===== config.mk =====
export PLATFORM = sky130hd
export DESIGN_NAME = batch_scheduler
export DESIGN_NICKNAME = d
export VERILOG_FILES = /design/src/rtl/batch_scheduler_pkg.sv /design/src/rtl/batch_scheduler_tile_counter.sv /design/src/rtl/batch_scheduler.sv
export SDC_FILE = /design/constraint.sdc
export NUM_CORES = 1
export LEC_CHECK = 0
export CAP_MARGIN = 40
export CORE_ASPECT_RATIO = 1.1
export CORE_MARGIN = 2
export CORE_UTILIZATION = 45
export DETAILED_ROUTE_END_ITERATION = 6
export GPL_TIMING_DRIVEN = 0
export PLACE_DENSITY = 0.69
export RECOVER_POWER = 25
export SLEW_MARGIN = 25
export SYNTH_ARGS = -nofsm -noshare
export SYNTH_HDL_FRONTEND = slang
export SYNTH_SLANG_ARGS = --single-unit

===== constraint.sdc =====
create_clock -name clk_i -period 4.81 [get_ports clk_i]
set_input_delay 1.443 -clock clk_i [delete_from_list [all_inputs] [get_ports clk_i]]
set_output_delay 1.443 -clock clk_i [all_outputs]
set_load 0.01 [all_outputs]

===== src/rtl/batch_scheduler_pkg.sv =====
// Shared constants and state encoding for the batch scheduler and its benches.
package batch_scheduler_pkg;

   localparam int unsigned ADDR_WIDTH   = 16;
   localparam int unsigned DEFAULT_TILE = 8;

   typedef enum logic [2:0] {
      BS_IDLE,
      BS_FEED,
      BS_DRAIN,
      BS_WRITE,
      BS_DONE
   } bs_state_e;

endpackage


===== src/rtl/batch_scheduler_tile_counter.sv =====
// Up-counter with synchronous clear, enable and a runtime terminal-count limit.
module tile_counter #(
   parameter int unsigned W = 8
) (
   input  logic         clk_i,
   input  logic         rst_i,
   input  logic         clr_i,
   input  logic         en_i,
   input  logic [W-1:0] limit_i,
   output logic [W-1:0] value_o,
   output logic         last_o
);

   assign last_o = (value_o == limit_i);

   // Wraps to zero on the terminal count so back-to-back passes need no clear.
   always_ff @(posedge clk_i) begin
      if (rst_i || clr_i) begin
         value_o <= '0;
      end else if (en_i) begin
         value_o <= last_o ? '0 : value_o + 1'b1;
      end
   end

endmodule


===== src/rtl/batch_scheduler.sv =====
// Walks every row/column tile pair of an MxKxN product and sequences the
// systolic array feed/drain and the A/B buffer reads and P buffer writes.
module batch_scheduler
   import batch_scheduler_pkg::*;
#(
   parameter int unsigned AW   = ADDR_WIDTH,
   parameter int unsigned TILE = DEFAULT_TILE
) (
   input  logic          clk_i,
   input  logic          rst_i,
   input  logic          start_i,
   output logic          busy_o,
   output logic          done_o,
   input  logic [AW-1:0] m_i,
   input  logic [AW-1:0] k_i,
   input  logic [AW-1:0] n_i,
   input  logic [AW-1:0] base_addra_i,
   input  logic [AW-1:0] base_addrb_i,
   input  logic [AW-1:0] base_addrp_i,
   output logic          batch_begin_o,
   output logic          batch_end_o,
   output logic          ensys_o,
   output logic          bubble_o,
   output logic          ena_o,
   output logic [AW-1:0] addra_o,
   output logic          enb_o,
   output logic [AW-1:0] addrb_o,
   output logic          enp_o,
   output logic          wep_o,
   output logic [AW-1:0] addrp_o
);

   localparam int unsigned TS = $clog2(TILE);
   localparam int unsigned JW = $clog2(2 * TILE);
   localparam logic [JW-1:0] DRAIN_LAST = JW'(2 * TILE - 2);
   localparam logic [JW-1:0] WRITE_LAST = JW'(TILE - 1);

   bs_state_e     state;
   logic [AW-1:0] k_q, c_tiles_q, ke_last_q, c_last_q, r_last_q;
   logic [AW-1:0] base_a_q, base_b_q, base_p_q;
   logic [AW-1:0] rk_q, ck_q, rc_q;

   logic [AW:0]   m_sum, n_sum;
   logic [AW-1:0] r_tiles, c_tiles, ke_last;
   logic          zero_dim;

   logic [AW-1:0] t_val, c_val;
   logic [JW-1:0] jd_val, jd_limit;
   logic          t_last, jd_last, c_last, r_last;
   logic          t_clr, t_en, jd_clr, jd_en, cr_clr, c_en, r_en;
   logic          tile_adv, more_tiles;

   // Ceiling divisions use one extra bit so m or n near 2^AW cannot overflow.
   assign m_sum    = {1'b0, m_i} + (AW+1)'(TILE - 1);
   assign n_sum    = {1'b0, n_i} + (AW+1)'(TILE - 1);
   assign r_tiles  = AW'(m_sum >> TS);
   assign c_tiles  = AW'(n_sum >> TS);
   assign ke_last  = (k_i > AW'(TILE)) ? k_i - 1'b1 : AW'(TILE - 1);
   assign zero_dim = (m_i == '0) || (k_i == '0) || (n_i == '0);

   always_comb begin
      t_clr      = (state == BS_IDLE);
      t_en       = (state == BS_FEED);
      jd_clr     = (state != BS_DRAIN) && (state != BS_WRITE);
      jd_en      = !jd_clr;
      jd_limit   = (state == BS_WRITE) ? WRITE_LAST : DRAIN_LAST;
      tile_adv   = (state == BS_WRITE) && jd_last;
      cr_clr     = (state == BS_IDLE);
      c_en       = tile_adv;
      r_en       = tile_adv && c_last;
      more_tiles = !(c_last && r_last);
   end

   tile_counter #(.W(AW)) u_t_cnt (
      .clk_i   (clk_i),
      .rst_i   (rst_i),
      .clr_i   (t_clr),
      .en_i    (t_en),
      .limit_i (ke_last_q),
      .value_o (t_val),
      .last_o  (t_last)
   );

   // One counter times both the drain window and the write rows.
   tile_counter #(.W(JW)) u_jd_cnt (
      .clk_i   (clk_i),
      .rst_i   (rst_i),
      .clr_i   (jd_clr),
      .en_i    (jd_en),
      .limit_i (jd_limit),
      .value_o (jd_val),
      .last_o  (jd_last)
   );

   tile_counter #(.W(AW)) u_c_cnt (
      .clk_i   (clk_i),
      .rst_i   (rst_i),
      .clr_i   (cr_clr),
      .en_i    (c_en),
      .limit_i (c_last_q),
      .value_o (c_val),
      .last_o  (c_last)
   );

   tile_counter #(.W(AW)) u_r_cnt (
      .clk_i   (clk_i),
      .rst_i   (rst_i),
      .clr_i   (cr_clr),
      .en_i    (r_en),
      .limit_i (r_last_q),
      .value_o (),
      .last_o  (r_last)
   );

   always_ff @(posedge clk_i) begin
      if (rst_i) begin
         state     <= BS_IDLE;
         k_q       <= '0;
         c_tiles_q <= '0;
         ke_last_q <= '0;
         c_last_q  <= '0;
         r_last_q  <= '0;
         base_a_q  <= '0;
         base_b_q  <= '0;
         base_p_q  <= '0;
         rk_q      <= '0;
         ck_q      <= '0;
         rc_q      <= '0;
      end else begin
         case (state)
            BS_IDLE: begin
               if (start_i) begin
                  k_q       <= k_i;
                  c_tiles_q <= c_tiles;
                  ke_last_q <= ke_last;
                  c_last_q  <= c_tiles - 1'b1;
                  r_last_q  <= r_tiles - 1'b1;
                  base_a_q  <= base_addra_i;
                  base_b_q  <= base_addrb_i;
                  base_p_q  <= base_addrp_i;
                  rk_q      <= '0;
                  ck_q      <= '0;
                  rc_q      <= '0;
                  state     <= zero_dim ? BS_DONE : BS_FEED;
               end
            end
            BS_FEED: begin
               if (t_last) state <= BS_DRAIN;
            end
            BS_DRAIN: begin
               if (jd_last) state <= BS_WRITE;
            end
            BS_WRITE: begin
               if (jd_last) begin
                  if (more_tiles) begin
                     state <= BS_FEED;
                     // Running products r*k, c*k and r*C track the counters.
                     if (c_last) begin
                        ck_q <= '0;
                        rk_q <= rk_q + k_q;
                        rc_q <= rc_q + c_tiles_q;
                     end else begin
                        ck_q <= ck_q + k_q;
                     end
                  end else begin
                     state <= BS_DONE;
                  end
               end
            end
            BS_DONE: state <= BS_IDLE;
            default: state <= BS_IDLE;
         endcase
      end
   end

   always_comb begin
      busy_o        = (state != BS_IDLE);
      done_o        = 1'b0;
      batch_begin_o = 1'b0;
      batch_end_o   = 1'b0;
      ensys_o       = 1'b0;
      bubble_o      = 1'b0;
      ena_o         = 1'b0;
      addra_o       = '0;
      enb_o         = 1'b0;
      addrb_o       = '0;
      enp_o         = 1'b0;
      wep_o         = 1'b0;
      addrp_o       = '0;
      case (state)
         BS_FEED: begin
            ensys_o       = 1'b1;
            batch_begin_o = (t_val == '0);
            if (t_val < k_q) begin
               ena_o   = 1'b1;
               enb_o   = 1'b1;
               addra_o = base_a_q + rk_q + t_val;
               addrb_o = base_b_q + ck_q + t_val;
            end else begin
               bubble_o = 1'b1;
            end
         end
         BS_DRAIN: begin
            ensys_o  = 1'b1;
            bubble_o = 1'b1;
         end
         BS_WRITE: begin
            enp_o       = 1'b1;
            wep_o       = 1'b1;
            addrp_o     = base_p_q + ((rc_q + c_val) << TS) + AW'(jd_val);
            batch_end_o = jd_last;
         end
         BS_DONE: done_o = 1'b1;
         default: ;
      endcase
   end

endmodule

=== Yosys cells after proc, flatten, opt, wreduce, memory -nomap -nowiden ===
Index checks and enable logic that the tools add are counted.
Widths: inputs -> output; s select.

* Reduce and logical (&&, ||, !) cells: 20
* Eq/ne operators: 16
* Muxes and demuxes: 40
* $add $sub $neg: 19
* $lt $le $gt $ge: 2

{| class="wikitable"
|+ Operator list
! kind !! number
|-
| $mux 16 || 19
|-
| $add 16x16->16 || 7
|-
| $pmux 16 s2 || 3
|-
| $logic_not 16->1 || 4
|-
| $add 16x1->16 const B || 3
|-
| $eq 16x16->1 || 3
|-
| $add 16x3->17 const B || 2
|-
| $sub 14x1->15 const B || 2
|-
| $mux 3 || 6
|-
| $add 16x14->16 || 1
|-
| $add 16x4->16 || 1
|-
| $gt 16x4->1 const B || 1
|-
| $lt 16x16->1 || 1
|-
| $sub 16x1->16 const B || 1
|-
| $add 13x13->13 || 1
|-
| $pmux 3 s4 || 1
|-
| $ne 2x2->1 const B || 5
|-
| $mux 1 || 8
|-
| $mux 4 || 2
|-
| $reduce_and 4->1 || 2
|-
| $eq 3x2->1 const B || 2
|-
| $ne 3x2->1 const B || 2
|-
| $reduce_and 5->1 || 1
|-
| $add 4x1->4 const B || 1
|-
| other kinds (12) || 18
|}

* Word-level logic and storage cells: 113
* Input bits: 99
* Register bits after elaboration: 229

=== Longest topological paths before layout ===
Gate-level depths: netlist of the first run.

* Depth after elaboration: 6
* Gate-level depth with buffers: 16
* Depth with buffers taken out: 16

=== Modules after synthesis ===
From an unflattened synthesis of the first run, not the netlist that was laid out.

* Cell total of the unflattened synthesis: 1947
* Area, all modules: 15763.9 µm²

{| class="wikitable"
|+ By module, submodules not included
! module !! cells an instance !! area each (µm²) !! seq. area each (µm²) !! times used
|-
| batch_scheduler || 1586 || 12660.9 || 3423.3 || 1
|-
| tile_counter (u_c_cnt ...) || 111 || 942.2 || 320.3 || 3
|-
| tile_counter (u_jd_cnt) || 28 || 276.5 || 80.1 || 1
|}

=== Worst setup path before layout of the first run ===
Ideal clock, no wire load.

* Path kind: flip-flop to output port
* Start: reg u_c_cnt.value_o[0]
* End: out addrp_o[15]
* Buffers on the path: 0
* Arrival: 3.361 ns
* Stages on the path, launching flop included: 16
* Slack: 0.006 ns
* Data required time: 3.367 ns
* Cells stage by stage: dfxtp_1 -> ha_1 -> fa_1 -> a21o_1 -> a21oi_1 -> o21bai_1 -> a21oi_1 -> xnor2_1 -> ha_1 -> ha_1 -> and3_1 -> a21oi_1 -> nand3_1 -> a41o_1 -> a21o_1 -> a21oi_1

* Cells in the longest elaborated chain, start to end: 4

{| class="wikitable"
|+ RTL lines
! what !! line !! RTL
|-
| from (decl) || batch_scheduler_tile_counter.sv:10 || <nowiki>output logic [W-1:0] value_o,</nowiki>
|-
| from (signal assigned) || batch_scheduler_tile_counter.sv:21 || <nowiki>value_o <= last_o ? '0 : value_o + 1'b1;</nowiki>
|-
| $add 13x13->13 || batch_scheduler.sv:210 || <nowiki>addrp_o = base_p_q + ((rc_q + c_val) << TS) + AW'(jd_val);</nowiki>
|-
| $add 16x16->16 || batch_scheduler.sv:210 ||
|-
| $add 16x4->16 || batch_scheduler.sv:210 ||
|-
| $mux 16 || batch_scheduler.sv:190 || <nowiki>case (state)</nowiki>
|-
| to (decl) || batch_scheduler.sv:30 || <nowiki>output logic [AW-1:0] addrp_o</nowiki>
|}

Every way passes these cells.

=== Final worst setup path of the first run ===
* Start: reg rc_q[1]
* End: out addrp_o[15]

* Cells in the longest elaborated chain, start to end: 4

{| class="wikitable"
|+ RTL lines
! what !! line !! RTL
|-
| from (decl) || batch_scheduler.sv:41 || <nowiki>logic [AW-1:0] rk_q, ck_q, rc_q;</nowiki>
|-
| from (signal assigned) || batch_scheduler.sv:161 || <nowiki>rc_q <= rc_q + c_tiles_q;</nowiki>
|-
| $add 13x13->13 || batch_scheduler.sv:210 ||
|-
| $add 16x16->16 || batch_scheduler.sv:210 ||
|-
| $add 16x4->16 || batch_scheduler.sv:210 ||
|-
| $mux 16 || batch_scheduler.sv:190 ||
|}

Every way passes these cells.

==> impl_metrics.csv, run 1 <==
group,metric,value,unit
status,status,"complete, but fails checks",
status,violations,"negative setup slack",
logic_synthesis,ys.flop_type,"dfxtp_1",
logic_synthesis,ys.warnings.count,0,
global_route,track_usage,0.256,
critical_path,reg2reg_to,"rc_q[12]",
drt,drcViolationCount,0,
logic_synthesis,seq_area_frac_synth,0.290,
pwr,p_per_area,342,nW/um^2
critical_path,cp_cell_sequence,"ha_4, a21o_1, a21oi_2, o21bai_1, a21o_1, a21oi_2, o21ai_2, xor2_1, ha_1, ha_4, and3_4, a21oi_4, nand3_2, a41o_1, a21o_1, a21oi_2, buf_2",
finish,area_growth,25.7,%
sta,rsz0062_at_grt,"yes",
critical_path,worstPathArrival,3.85,ns
floorplanning,ios,157,
floorplanning,die_area,35700,um^2
logic_synthesis,syn_inst,1916,
logic_synthesis,synth_top_cell_area_share,0.290,
clocking,cts_buffers,25,
critical_path,endpoint_kind,"primary output",
placed_design,dp_hpwl,35700,um
drt,via_per_inst,5.65,
global_route,grt_pass1_vias,14400,
sta,worstMarginPinSlew,1.08,ns
sta,min_period_over_period,1.10,
logic_synthesis,yosysMostFrequentCell,"nand2_1",
min_path,holdPathStages,2,
critical_path,cpPeakStageDelay,0.36,ns
sta,clock_skew,0.00878,ns
global_route,grt_overflow,0,
clocking,cts_root_buffer,"clkbuf_16",
clocking,clock_latency,0.53,ns
logic_synthesis,synth_nets,2186,
sta,holdWs,0.461,ns
finish,num-fill-cells,3069,
flow_run,cap_violations,0,
finish,nets,2419,
critical_path,endpoint,"addrp_o[15]",
placed_design,routabilityCongestion,0.916,
sta,min_period,5.29,ns
global_route,grt_max_degree,14,
critical_path,crit_start,"rc_q[1]",
critical_path,ff2ff_setup_slack,1.40,ns
global_route,grt_pass1_wl,74000,um
critical_path,rr_startpoint,"u_c_cnt.value_o[1]",
floorplanning,die_width,180,um
logic_synthesis,yosysTopAreaCell,"dfxtp_1",
pwr,vdd_drop_max,0.238,mV
logic_synthesis,ys_top_cells_by_count,"264 x nand2_1, 223 x dfxtp_1, 195 x a21oi_1",
placed_design,place_area,17500,um^2
drt,vias,14700,
critical_path,path_class,"reg -> out",
critical_path,critical-path-slowest-cell,"dfxtp_4",
global_route,antenna_found_initial,0,
sta,hold_viol_final,0,
pwr,p_leak,8.18,nW
finish,n_antenna_cell,0,
sta,setup_viol,11,
clocking,clk_path_buf_depth,3,
floorplanning,placementRows,71,
logic_synthesis,synth_area_per_cell,8.04,um^2
critical_path,worst-r2r-cell-count,11,
critical_path,startpoint_type,"flop",
finish,fin_area,19400,um^2
drt,wire_per_inst,18.2,um
logic_synthesis,synth_edf_count,0,
min_path,min_path_type,"reg -> reg",
placed_design,io_buffers,149,
clocking,cts.reportedPaths.clkPinSlew,0.06,ns
clocking,cts_tree,"yes",
floorplanning,initial_core_util,0.454,
drt,ant_nets,0,
drt,wirelength,47500,um
sta,max_clock_freq,189,MHz
clocking,cts_hold_buf,0,
finish,drive_above_1_share,0.118,
clocking,ctsHtreeMaxLevel,1,
floorplanning,core-area,33900,um^2
logic_synthesis,async_flop_share,0,
logic_synthesis,ys_types,71,
critical_path,crit_fanout,3,
sta,slew_viol_final,0,
drt,first_pass_iters,5,
floorplanning,die_y,198,um
drt,drtIter0Drc,930,
clocking,cts.sink_count,223,
logic_synthesis,synthTopCellsByArea,"dfxtp_1 29%, ha_1 11%, xnor2_1 6.7%",
logic_synthesis,yosys_register_bits,223,
critical_path,required,3.37,ns
sta,slew_headroom,0.273,
logic_synthesis,syn-cell-area,15400,um^2
sta,setup_slack,-0.483,ns
power by group:
group / switching [mW] / total, mW / internal (mW)
sequential: 0.218 / 2.29 / 2.07
clock: 0.795 / 2.06 / 1.26
combinational: 1.42 / 2.28 / 0.859
final cells by class:
cell class                 instances  area (um^2)  area share
buffer                            80          343      0.0177
multi-input combinational       1554        11000       0.566
clock buffer                      36          727      0.0375
clock inverter                     9          150     0.00775
timing repair buffer             207         1890      0.0978
inverter                          58          218      0.0112
tap                              438          548      0.0283
sequential                       223         4530       0.234
flip-flops by register name, indices dropped and copies added, names as in the netlist:
| signal | count |
|---|---|
| base_a_q | 16 |
| base_b_q | 16 |
| base_p_q | 16 |
| c_last_q | 15 |
| c_tiles_q | 13 |
| ck_q | 16 |
| k_q | 16 |
| ke_last_q | 16 |
| r_last_q | 15 |
| rc_q | 13 |
| rk_q | 16 |
| state | 3 |
| u_c_cnt.value_o | 16 |
| u_jd_cnt.value_o | 4 |
| u_r_cnt.value_o | 16 |
| u_t_cnt.value_o | 16 |
logic make-up (layout without fill, tap and decap cells):
group           Yosys count  in the layout  share of synthesized area
simple gates            752            752                      0.228
compound gates          419            419                      0.168
flops                   223            223                      0.290
xor+xnor                207            207                      0.118
fa+ha+maj               171            171                      0.157
buf+inv                 139            390                     0.0355
mux                       5              5                    0.00333
metrics by stage:
| stage | utilization | total power [mW] | instances | worst slack (ns) | TNS [ns] |
|---|---|---|---|---|---|
| 2_1_floorplan | - | 3.64 | 1916 | 0.00640 | 0 |
| 3_3_place_gp | 0.514 | 4.40 | 2503 | -1.16 | -27.67 |
| 3_5_place_dp | 0.515 | 4.45 | 2505 | -1.20 | -27.65 |
| 4_1_cts | 0.559 | 6.57 | 2582 | -0.432 | -2.90 |
| 5_1_grt | 0.571 | 6.95 | 2605 | -0.640 | -5.17 |
| 6_report | 0.571 | 6.62 | 2605 | -0.483 | -3.04 |
how the worst min path moves through the flow:
| stage | endpoint | start | slack [ns] |
|---|---|---|---|
| 5_1_grt | base_p_q[5] | base_p_q[5] | 0.48 |
| 6_report | base_p_q[5] | base_p_q[5] | 0.46 |
| 3_3_place_gp | base_p_q[9] | base_p_q[9] | 0.45 |
| 3_5_place_dp | base_p_q[6] | base_p_q[6] | 0.45 |
| 2_1_floorplan | base_p_q[3] | base_p_q[3] | 0.44 |
| 4_1_cts | base_p_q[6] | base_p_q[6] | 0.46 |
worst max-delay path: cells and delay by family, from the launching register on:
kind	cells	cell delay, ns
fa+ha+maj	3	0.84
buf+inv	1	0.16
xor+xnor	1	0.15
simple gates	2	0.28
flops	1	0.36
compound gates	10	1.51
repair_timing:
item                       CTS  global route
pin swaps                   65            55
cloned                       0             0
gates resized for setup    181            82
setup endpoints to repair   46            37
setup buffers               33            23
layer usage:
metal	routed length (um)	part of all wire	track usage
met5	0	0	0
met4	1840	0.039	0.100
met3	2330	0.049	0.0276
met2	23900	0.50	0.476
met1	19500	0.41	0.300
layout by cell type (no fill, tap or decap), types with 28 or more instances in the layout:
cell / n
ha_1: 119
and3_1: 28
o21ai_0: 43
inv_1: 56
clkdlybuf4s50_1: 113
buf_4: 49
nand2_1: 260
nand3_1: 61
xor2_1: 89
clkbuf_1: 72
fa_1: 34
a21o_1: 35
a211oi_1: 29
dfxtp_1: 198
nor3_1: 55
nor2_1: 186
a21oi_1: 175
xnor2_1: 117
Note: power is estimated with default switching activity, not from simulation.
==> inputs of run 2 (changes only) <==
GPL_ROUTABILITY_DRIVEN = 0   (was not set)
==> run 2 against run 1 <==
  * The flow still finishes with violations (negative setup slack)
  * Power increased by 0.70%
  * Routed wire length hardly changed
  * Combinational power is essentially flat
  * Highest routed layer unchanged
  * Sequential share of layout area about the same
  * Critical endpoint unchanged
  * Worst setup slack improved by 0.036 ns
  * Global-route usage barely moved
  * Clock power is essentially flat
  * Clock-buffer cell count shrank 1
  * Largest cell class unchanged
==> impl_metrics.csv, run 2 (synthesis gave the netlist of run 1 again) <==
group,metric,value,unit
status,status,"complete, but fails checks",
status,violations,"negative setup slack",
floorplanning,die_y,198,um
floorplanning,die_width,180,um
clocking,cts.reportedPaths.clkPinSlew,0.06,ns
finish,n_antenna_cell,0,
drt,drcViolationCount,0,
drt,first_pass_iters,7,
drt,vias,14800,
sta,rsz0062_at_grt,"yes",
pwr,vdd_drop_max,0.237,mV
pwr,p_per_area,345,nW/um^2
placed_design,dp_hpwl,35600,um
sta,min_period,5.26,ns
drt,wire_per_inst,18.3,um
floorplanning,initial_core_util,0.454,
min_path,min-delay-start,"base_p_q[12]",
critical_path,endpoint_kind,"primary output",
placed_design,io_buffers,149,
sta,max_clock_freq,190,MHz
global_route,grt_overflow,0,
clocking,cts.sink_count,223,
finish,area_growth,25.5,%
critical_path,startpoint_type,"flop",
critical_path,crit_fanout,3,
pwr,power.total,6.67,mW
sta,slew_viol_final,0,
sta,holdWs,0.460,ns
placed_design,placed_cells,2505,
critical_path,ff2ff_setup_slack,1.58,ns
sta,setup_slack,-0.447,ns
finish,nets,2407,
finish,drive_above_1_share,0.113,
floorplanning,placementRows,71,
critical_path,reg2reg_to,"rk_q[14]",
sta,worstMarginPinSlew,0.834,ns
global_route,track_usage,0.255,
critical_path,worstPathArrival,3.81,ns
finish,fin_cells,2593,
finish,final_common_cell,"nand2_1",
min_path,holdPathStages,2,
sta,setup_viol,13,
min_path,min_path_type,"reg -> reg",
global_route,grt_pass1_wl,73900,um
critical_path,rr_startpoint,"k_q[0]",
clocking,ctsHtreeMaxLevel,1,
clocking,clk_path_buf_depth,3,
sta,clock_skew,0.0172,ns
drt,via_per_inst,5.70,
global_route,grt_max_degree,14,
sta,hold_viol_final,0,
critical_path,worst-r2r-cell-count,10,
finish,final_cell_mix,"262 x nand2_1, 198 x dfxtp_1, 185 x nor2_1",
global_route,antenna_found_initial,0,
finish,num-fill-cells,3110,
critical_path,required,3.37,ns
drt,ant_nets,0,
pwr,p_leak,8.23,nW
sta,min_period_over_period,1.09,
drt,wirelength,47500,um
clocking,cts_tree,"yes",
finish,final_util,0.570,
global_route,grt_pass1_vias,14300,
critical_path,path_class,"reg -> out",
drt,drtIter0Drc,1017,
clocking,cts_hold_buf,0,
min_path,min_to,"base_p_q[12]",
clocking,cts_buffers,25,
flow_run,cap_violations,0,
clocking,clock_latency,0.53,ns
floorplanning,die_area,35700,um^2
clocking,cts_root_buffer,"clkbuf_16",
sta,slew_headroom,0.435,
floorplanning,core-area,33900,um^2
floorplanning,ios,157,
==> run 2: cell types whose count changed in the layout (fill, tap and decap cells not counted), moves of 3 or more <==
cell,delta
clkdlybuf4s50_1,-3
clkbuf_2,+4
nor3_1,+3
nor3_2,-3
dlymetal6s2s_1,+4
dfxtp_4,-3
dfxtp_2,+3
buf_4,-12
==> run 2: layout make-up <==
class | instances | area, um^2 | area share
multi-input cells | 1554 | 11000 | 0.569
flip-flops and latches | 223 | 4520 | 0.234
repair buffers | 195 | 1810 | 0.0939
clock buffers | 35 | 713 | 0.0369
well taps | 438 | 548 | 0.0284
plain buffers | 80 | 345 | 0.0179
inverters | 58 | 218 | 0.0113
clock inverters | 10 | 178 | 0.00919
==> run 2: worst max-delay path by stage <==
| stage | start | to | slack [ns] | depth (start not counted) |
|---|---|---|---|---|
| floorplan | u_c_cnt.value_o[0] | addrp_o[15] | 0.006 | 15 |
| global placement | u_t_cnt.value_o[1] | addrb_o[15] | -1.15 | 12 |
| detailed placement | u_t_cnt.value_o[1] | addrb_o[15] | -1.13 | 12 |
| CTS | rc_q[1] | addrp_o[15] | -0.47 | 16 |
| global route | rc_q[1] | addrp_o[15] | -0.66 | 17 |
| finish | rc_q[1] | addrp_o[15] | -0.45 | 16 |
==> run 2: where the power goes <==
| part | internal [mW] | switching [mW] | total (mW) |
|---|---|---|---|
| clock network | 1.30 | 0.794 | 2.09 |
| registers | 2.07 | 0.220 | 2.29 |
| logic | 0.856 | 1.43 | 2.29 |
| total | 4.22 | 2.44 | 6.67 |
==> run 2: through the flow <==
stage | setup slack (ns) | instance area (um^2) | TNS, ns
floorplan | 0.00640 | 15400 | 0
global placement | -1.15 | 17400 | -28.18
detailed placement | -1.13 | 17500 | -28.66
CTS | -0.471 | 19000 | -2.86
global route | -0.655 | 19300 | -4.87
finish | -0.447 | 19300 | -2.84
==> run 2: what timing repair did <==
item,4_1_cts,5_1_grt
gates cloned,0,0
endpoints found under the setup margin,46,41
buffers inserted,32,11
resized for setup,181,84
pin swaps,52,53
==> run 2: metal layers <==
metal / GRT usage / vias up / routed length, um
li1: - / 7195 / -
met4: 0.106 / 0 / 2190
met3: 0.0239 / 139 / 1970
met5: 0 / - / 0
met1: 0.298 / 7015 / 19500
met2: 0.478 / 430 / 23800
==> run 2: critical path, stage by stage (launching register included) <==
cell and delay [ns]:
dfxtp_4 0.36, ha_4 0.23, a21o_1 0.19, a21oi_2 0.16, o21bai_1 0.09, a21o_1 0.18, a21oi_2 0.18, o21ai_2 0.09
o41ai_2 0.26, xnor2_1 0.17, ha_1 0.29, ha_4 0.23, a21o_1 0.15, a41o_1 0.22, a21o_1 0.17, a21oi_2 0.15
buf_2 0.16
==> inputs of run 3 (changes only) <==
SYNTH_HIERARCHICAL = 1   (was not set)
==> run 3 against run 2 <==
  * The flow still finishes with violations (negative setup slack)
  * Sequential share of layout area decreased by 0.37 points
  * Highest routed layer unchanged
  * Clock power is essentially flat
  * Synthesized area grew 2.3%
  * Utilization grew 0.38 points
  * Worst hold slack got worse by 0.0037 ns
  * Worst setup slack got worse by 0.53 ns
  * Clock-buffer cell count is 4 higher
  * Sequential power down 13%
  * Power down 26%
==> impl_metrics.csv, run 3 <==
group,metric,value,unit
pwr,p_leak,8.50,nW
critical_path,critical-path-slowest-cell,"or4_4",
sta,max_clock_freq,173,MHz
finish,final_util,0.573,
critical_path,cp_cell_sequence,"ha_4, a21o_1, a21oi_2, nor2b_1, o21ai_1, nor2b_4, xnor2_2, ha_1, ha_2, or2_4, or3_4, o2111ai_4, a21oi_2, o211a_1, or4_4, a21oi_2, buf_2",
pwr,vdd_drop_max,0.263,mV
finish,final_cell_mix,"242 x nand2_1, 197 x nor2_1, 196 x dfxtp_1",
finish,nets,2456,
critical_path,path_class,"reg -> out",
min_path,min_path_type,"reg -> reg",
critical_path,ff2ff_setup_slack,0.58,ns
critical_path,required,3.37,ns
global_route,track_usage,0.260,
drt,wire_per_inst,18.7,um
finish,drive_above_1_share,0.131,
critical_path,endpoint_kind,"primary output",
floorplanning,die_width,182,um
pwr,p_per_area,249,nW/um^2
logic_synthesis,ys.flop_type,"dfxtp_1",
placed_design,io_buffers,153,
drt,first_pass_iters,5,
sta,min_period,5.78,ns
finish,area_growth,25.1,%
global_route,grt_overflow,0,
drt,vias,15200,
global_route,antenna_found_initial,0,
logic_synthesis,yosys_register_bits,223,
critical_path,critical_path.top_delay_family,"simple AND/OR/NAND/NOR gates",
clocking,cts_root_buffer,"clkbuf_16",
logic_synthesis,yosysMostFrequentCell,"nand2_1",
sta,holdWs,0.456,ns
logic_synthesis,synth_area_per_cell,8.10,um^2
critical_path,cpPeakStageDelay,0.51,ns
clocking,cts_tree,"yes",
critical_path,worstPathArrival,4.34,ns
status,status,"complete, but fails checks",
clocking,clk_path_buf_depth,3,
logic_synthesis,ys_types,80,
clocking,clock_latency,0.55,ns
status,violations,"negative setup slack",
sta,clock_skew,0.0225,ns
logic_synthesis,async_flop_share,0,
logic_synthesis,ys.warnings.count,6,
logic_synthesis,syn_inst,1947,
sta,setup_slack,-0.973,ns
critical_path,worst-r2r-cell-count,11,
drt,wirelength,49400,um
drt,drtIter0Drc,1121,
finish,final_common_cell,"nand2_1",
sta,slew_viol_final,0,
critical_path,rr_startpoint,"state[2]",
sta,final.setup.tns,-5.30,ns
sta,slew_headroom,0.256,
critical_path,crit_top_cell,"a21oi_2",
critical_path,startpoint_type,"flop",
global_route,grt_pass1_vias,14600,
sta,rsz0062_at_grt,"yes",
clocking,cts_hold_buf,0,
placed_design,placed_cells,2540,
logic_synthesis,synthTopCellsByArea,"dfxtp_1 28%, ha_1 10%, xor2_1 7.2%",
floorplanning,initial_core_util,0.459,
floorplanning,placementRows,71,
drt,via_per_inst,5.74,
global_route,grt_max_degree,14,
clocking,cts_buffers,27,
logic_synthesis,synth_edf_count,0,
global_route,grt_pass1_wl,76500,um
critical_path,crit_start,"rc_q[1]",
finish,fin_cells,2647,
critical_path,reg2reg_to,"u_r_cnt/value_o[11]",
drt,ant_nets,0,
logic_synthesis,synth_top_cell_area_share,0.283,
critical_path,cp.depth,17,
placed_design,post-place-ws,-1.00,ns
clocking,ctsHtreeMaxLevel,1,
critical_path,path_buf_inv,1,
logic_synthesis,seq_area_frac_synth,0.283,
logic_synthesis,ys_top_cells_by_count,"244 x nand2_1, 223 x dfxtp_1, 200 x nor2_1",
floorplanning,core-area,34400,um^2
critical_path,endpoint,"addrp_o[15]",
sta,min_period_over_period,1.20,
logic_synthesis,syn-cell-area,15800,um^2
sta,worstMarginPinSlew,1.10,ns
sta,setup_viol,11,
clocking,cts.sink_count,223,
critical_path,crit_fanout,3,
floorplanning,die_area,36500,um^2
placed_design,dp_hpwl,36600,um
logic_synthesis,yosysTopAreaCell,"dfxtp_1",
sta,hold_viol_final,0,
drt,drcViolationCount,0,
floorplanning,ios,157,
flow_run,cap_violations,0,
clocking,cts.reportedPaths.clkPinSlew,0.06,ns
floorplanning,die_y,200,um
run 3: worst min-delay path by stage:
stage / from / endpoint / cells after the start
finish: base_p_q[3] / base_p_q[3] / 2
global route: r_last_q[2] / r_last_q[2] / 2
CTS: base_p_q[3] / base_p_q[3] / 2
detailed placement: base_p_q[3] / base_p_q[3] / 2
global placement: base_p_q[3] / base_p_q[3] / 2
floorplan: base_p_q[3] / base_p_q[3] / 2
run 3: worst register-to-register path: stages, from the launching register on:
cell	delay, ns
dfxtp_1	0.55
nor2b_1	0.17
nand2_2	0.21
clkbuf_2	0.32
buf_2	0.30
xor2_1	0.17
nor4_1	0.47
and3_1	0.58
and2_1	0.37
clkbuf_1	0.39
nand3_1	0.25
o311ai_0	0.36
run 3: cell families after synthesis:
group / count (synthesis) / share of synthesized area
other cells: 1 / 0.000238
compound gates: 431 / 0.176
mux: 8 / 0.00508
simple gates: 753 / 0.226
xor+xnor: 206 / 0.114
flops: 223 / 0.283
buf+inv: 155 / 0.0419
fa+ha+maj: 170 / 0.153
run 3: per-stage QoR:
step / area [um^2] / total power, mW
2_1_floorplan: 15800 / 2.49
3_3_place_gp: 17900 / 2.80
3_5_place_dp: 17900 / 2.81
4_1_cts: 19500 / 4.90
5_1_grt: 19700 / 5.07
6_report: 19700 / 4.90
run 3: cell type report:
class | count | area, um^2
Inverter | 77 | 289
Sequential cell | 223 | 4540
Clock inverter | 11 | 114
Multi-Input combinational cell | 1570 | 11200
Fill cell | 3082 | 14700
Timing Repair Buffer | 213 | 1890
Buffer | 75 | 379
Clock buffer | 39 | 791
Antenna cell | 1 | 2.50
Tap cell | 438 | 548
run 3: what timing repair did:
item                                    4_1_cts  5_1_grt
setup buffers                                40       17
endpoints found under the setup margin       82       55
pin swaps                                    57       60
cloned                                        1        0
gates resized for setup                     222       80
run 3: report_power, final:
part	internal (mW)	switching, mW
Sequential	1.92	0.0787
Clock	1.25	0.834
Combinational	0.345	0.479
run 3: metal layers:
layer  part of all wire  up-vias  GRT usage
met4              0.048        0      0.120
met5                  0        -          0
met3              0.059      123     0.0253
li1                   -     7379          -
met1               0.43     7177      0.336
met2               0.46      507      0.439
